<file path="src/rtl/issue_unit.sv">
// issue_unit: round-robin issue arbiter from reservation stations to ALU/BTU/MULT/LSU classes.
// Define ISSUE_MULT_PIPELINED_EN to treat the multiplier as fully pipelined (no busy pacing).
`ifndef ROB_TAG_LEN
`define ROB_TAG_LEN 6
`endif

module issue_unit #(
   parameter int NUM_RS   = 4,
   parameter int MULT_LAT = 4
) (
   input  logic                                       clk,
   input  logic                                       reset,
   input  logic [NUM_RS-1:0]                          rs_valid,
   input  logic [NUM_RS-1:0][`ROB_TAG_LEN-1:0]        rs_tag,
   input  logic [NUM_RS-1:0][1:0]                     rs_fu,
   input  logic [3:0]                                 fu_stall,
   output logic [NUM_RS-1:0]                          clear,
   output logic [NUM_RS-1:0][`ROB_TAG_LEN-1:0]        clear_tag,
   output logic [3:0]                                 issue_valid,
   output logic [3:0][$clog2(NUM_RS)-1:0]             issue_rs,
   output logic [3:0][`ROB_TAG_LEN-1:0]               issue_tag,
   output logic                                       mult_busy
);
   localparam int RW = $clog2(NUM_RS);
   localparam int TL = `ROB_TAG_LEN;

   logic [3:0][RW-1:0] rr_ptr;
   logic [3:0]         elig;
   logic [3:0]         gnt_v;
   logic [3:0][RW-1:0] gnt_rs;
   logic [3:0][TL-1:0] gnt_tag;

   function automatic logic [RW-1:0] wrap(input logic [RW-1:0] p, input int o);
      int s = int'(p) + o;
      return RW'(s >= NUM_RS ? s - NUM_RS : s);
   endfunction

   // Reset gates eligibility so clear stays low while reset is held.
   assign elig = ~fu_stall & {1'b1, ~mult_busy, 2'b11} & {4{~reset}};

   // Descending offset scan: the requester closest to the pointer is written last and wins.
   always_comb begin
      gnt_v = '0;
      gnt_rs = '0;
      gnt_tag = '0;
      clear = '0;
      clear_tag = '0;
      for (int j = 0; j < 4; j++)
         for (int o = NUM_RS - 1; o >= 0; o--)
            if (elig[j] && rs_valid[wrap(rr_ptr[j], o)] && rs_fu[wrap(rr_ptr[j], o)] == 2'(j)) begin
               gnt_v[j] = 1'b1;
               gnt_rs[j] = wrap(rr_ptr[j], o);
            end
      for (int j = 0; j < 4; j++)
         if (gnt_v[j]) begin
            gnt_tag[j] = rs_tag[gnt_rs[j]];
            clear[gnt_rs[j]] = 1'b1;
            clear_tag[gnt_rs[j]] = rs_tag[gnt_rs[j]];
         end
   end

   always_ff @(posedge clk or posedge reset)
      if (reset) begin
         rr_ptr <= '0;
         issue_valid <= '0;
         issue_rs <= '0;
         issue_tag <= '0;
      end else begin
         for (int j = 0; j < 4; j++)
            if (gnt_v[j]) rr_ptr[j] <= wrap(gnt_rs[j], 1);
         issue_valid <= gnt_v;
         issue_rs <= gnt_rs;
         issue_tag <= gnt_tag;
      end

`ifdef ISSUE_MULT_PIPELINED_EN
   assign mult_busy = 1'b0;
`else
   logic [3:0] mult_cnt;

   always_ff @(posedge clk or posedge reset)
      if (reset) mult_cnt <= '0;
      else mult_cnt <= gnt_v[2] ? 4'(MULT_LAT - 1) : mult_cnt - 4'(mult_busy);

   assign mult_busy = |mult_cnt;
`endif
endmodule

</file>
<file path="config.mk">
export PLATFORM = sky130hd
export DESIGN_NAME = issue_unit
export DESIGN_NICKNAME = d
export VERILOG_FILES = /design/src/rtl/issue_unit.sv
export SDC_FILE = /design/constraint.sdc
export NUM_CORES = 1
export LEC_CHECK = 0
export ABC_CLOCK_PERIOD_IN_PS = 6800
export CORE_MARGIN = 4
export CORE_UTILIZATION = 50
export DETAILED_ROUTE_END_ITERATION = 8
export PLACE_DENSITY = 0.89
export SYNTH_ARGS = -nofsm -noshare
export SYNTH_HDL_FRONTEND = slang
export SYNTH_SLANG_ARGS = --single-unit
</file>
<file path="constraint.sdc">
create_clock -name clk -period 6.8 [get_ports clk]
set_input_delay 1.7 -clock clk [delete_from_list [all_inputs] [get_ports clk]]
set_output_delay 1.7 -clock clk [all_outputs]
set_load 0.01 [all_outputs]
</file>
==> metrics.txt <==
status finished clean; Initial Util 51.3%; WL per Instance 20.4 microns; Synth Flop Type dfrtp_1; top-area cell type share of the netlist area 28.6%; Worst EP arrival 4930 ps; gp weighted congestion 0.963; hold path start mult_cnt[3]; reg2reg start mult_cnt[0]; fin. max-slew vios 0; FFs w/ async S/R, synth 100%; share of layout cells above drive strength 1 21.6%; syn avg cell area 9.08 sq um; CTS hold repair buffers 0; WS Path Type input port to primary output; LEAKAGE 3.00 nW; largest stage delay on the critical path 600 ps; Worst-Margin Slew 1020 ps; endpoints failing setup 0; dpl cells 699; YS warnings 0; antenna cells 0; placed instance area 5690 sq um; Final period util 97.5%; Seq cells post-synth 48; Sink Count 48; DRT antenna net count 0; Seq/Total Area, Yosys 28.6%; crit-path cells clkdlybuf4s50_1 > nor3b_1 > o211ai_1 > a311oi_4 > buf_12 > ha_1 > nand2_1 > nor2_1 > buf_4 > a221oi_2 > a221oi_1 > clkdlybuf4s50_1; crit path max fanout 9; Worst Path Required 5100 ps; Die Height 99.6 microns; total congestion overflow 0; final hold vios 0; first-pass GRT wire length 22500 microns; Core Footprint 8180 sq um; Critical Path Source Type input port; register area 1200 sq um; Most Frequent Cell on Critical Path clkdlybuf4s50_1; synthesized cell area 4200 sq um; Peak VDD IR 0.110 mV; Tmin final 6630 ps; Crit. End Element primary output; cell area power density 153 nW/um^2; Finished Cell Area 6010 sq um; via count of the first global-routing pass 4283; Final TNS setup 0 ps; post-synth net total 522; die area 9920 sq um; clk buf depth 2; drt via density 6.49; gr usage total 28.5%; clk_lat worst skew 320 ps; largest net degree at the start of global routing 49; Post-Route WL 14400 microns; Cell variety after synth 72; Slew headroom 31.7%; unrepaired setup endpoints after global routing no; CTS root buf clkbuf_8; post-synth top area cell dfrtp_1; 1st-pass router iterations 5; num rows 33; initial antenna violation count 0; Crit. Startpoint rs_valid[2]; via total after detailed routing 4589; area of the multi-input gates 2900 sq um; family with the most delay on the worst path buffers and inverters; Worst Hold Class flop to flop; TritonCTS buffer count 5; Max stage delay cell, worst path clkdlybuf4s50_1; H-tree Lvls 2; CTS tree built; largest cells by area after synthesis dfrtp_1 (29%), a221oi_1 (7.3%), mux2i_1 (6.2%); num ports 107; Power Total 919 uW; Mapped Cells 462; DRC Markers 0; number of flops mapped to enable cells by yosys 0; fin cells 707; I/O Buffers 106; # nets final 661; Fmax achieved 151 MHz; 1st-iter DRT viols 382; detailed placement HPWL 11200 microns; Buf+Inv Stages, Crit Path 4; top-count cell post-synth nor2_1; Clock Skew 15.2 ps; CTS clock-pin slew for the worst setup and hold paths 100 ps; FILL cells 614; Max Cap Violations 0; die width 99.6 microns; most instantiated cells after synthesis nor2_1 (51), dfrtp_1 (48), nand2_1 (46); area grow syn2layout 43.2%
==> worst paths after layout <==
kind	end	slack [ps]	cells after the start
min in group asynchronous	rr_ptr[7]	1770	2
hold / removal	mult_cnt[3]	560	2
hold reg to reg	mult_cnt[3]	560	2
max in group asynchronous	issue_tag[19]	4360	2
setup / recovery	clear_tag[16]	170	12
setup reg to reg	issue_tag[13]	4090	7
==> timing repair <==
| item | in CTS | in global routing |
|---|---|---|
| setup endpoints to repair | 3 | 25 |
| pin swaps | 0 | 2 |
| gates resized for setup | 3 | 49 |
| setup buffers | 0 | 0 |
==> worst reg2reg max path: cells and delay by family, from the launching register on <==
kind                   cells  cell delay, ps
AOI/OAI and AO/OA          1             420
buffers and inverters      1             250
DFF                        1             390
muxes                      2             490
and+or+nand+nor            3            1110
==> report_power, final <==
| group | total (mW) | internal, mW | switching, mW |
|---|---|---|---|
| logic | 0.315 | 0.150 | 0.165 |
| clock network | 0.256 | 0.148 | 0.108 |
| registers | 0.348 | 0.315 | 0.0324 |
==> cells by family (layout without fill, tap and decap cells) <==
family                   count (synthesis)  count (layout)  share of synthesized area, %
AO/OA/AOI/OAI                          132             132                          25.8
adder cells (fa/ha/maj)                 18              18                          5.37
buffers and inverters                   44             184                          5.22
flip-flops                              48              48                          28.6
AND/OR/NAND/NOR                        178             178                          22.9
XOR/XNOR                                 2               2                         0.418
multiplexers                            40              40                          11.7
==> sequential cells by signal, indices dropped and copies added, names as in the netlist <==
name	flops
issue_rs	8
mult_cnt	4
rr_ptr	8
issue_tag	24
issue_valid	4
==> layer usage <==
| layer | up-vias | part of all wire [%] | global-route usage [%] |
|---|---|---|---|
| li1 | 2062 | - | - |
| met1 | 2239 | 42 | 38.1 |
| met3 | 25 | 8.9 | 5.89 |
| met4 | 0 | 1.5 | 6.83 |
| met2 | 263 | 48 | 47.3 |
| met5 | - | 0 | 0 |
==> area by class of cell <==
type / instances / area share [%]
sequential: 48 / 20.0
timing repair buffer: 162 / 26.4
tap: 105 / 2.19
multi-input combinational: 370 / 48.3
clock buffer: 5 / 1.15
inverter: 14 / 0.875
clock inverter: 3 / 1.15
==> stage by stage <==
stage,setup slack [ps],hold WS (ps),util [%]
6_report,168,561,73.5
5_1_grt,56.0,590,73.5
4_1_cts,22.4,563,71.3
3_5_place_dp,-61.4,533,69.5
3_3_place_gp,72.7,527,69.5
2_1_floorplan,750,496,-
==> placed cells by master (no fill, tap or decap), types with 13 or more instances in the layout <==
master / instances
a21oi_1: 13
a221oi_1: 24
and2_1: 14
buf_4: 52
clkdlybuf4s50_1: 80
dfrtp_1: 48
dlymetal6s2s_1: 25
ha_1: 18
mux2i_1: 26
nand2_1: 46
nor2_1: 48
o2111ai_1: 16
Note: power is estimated with default switching activity, not from simulation.
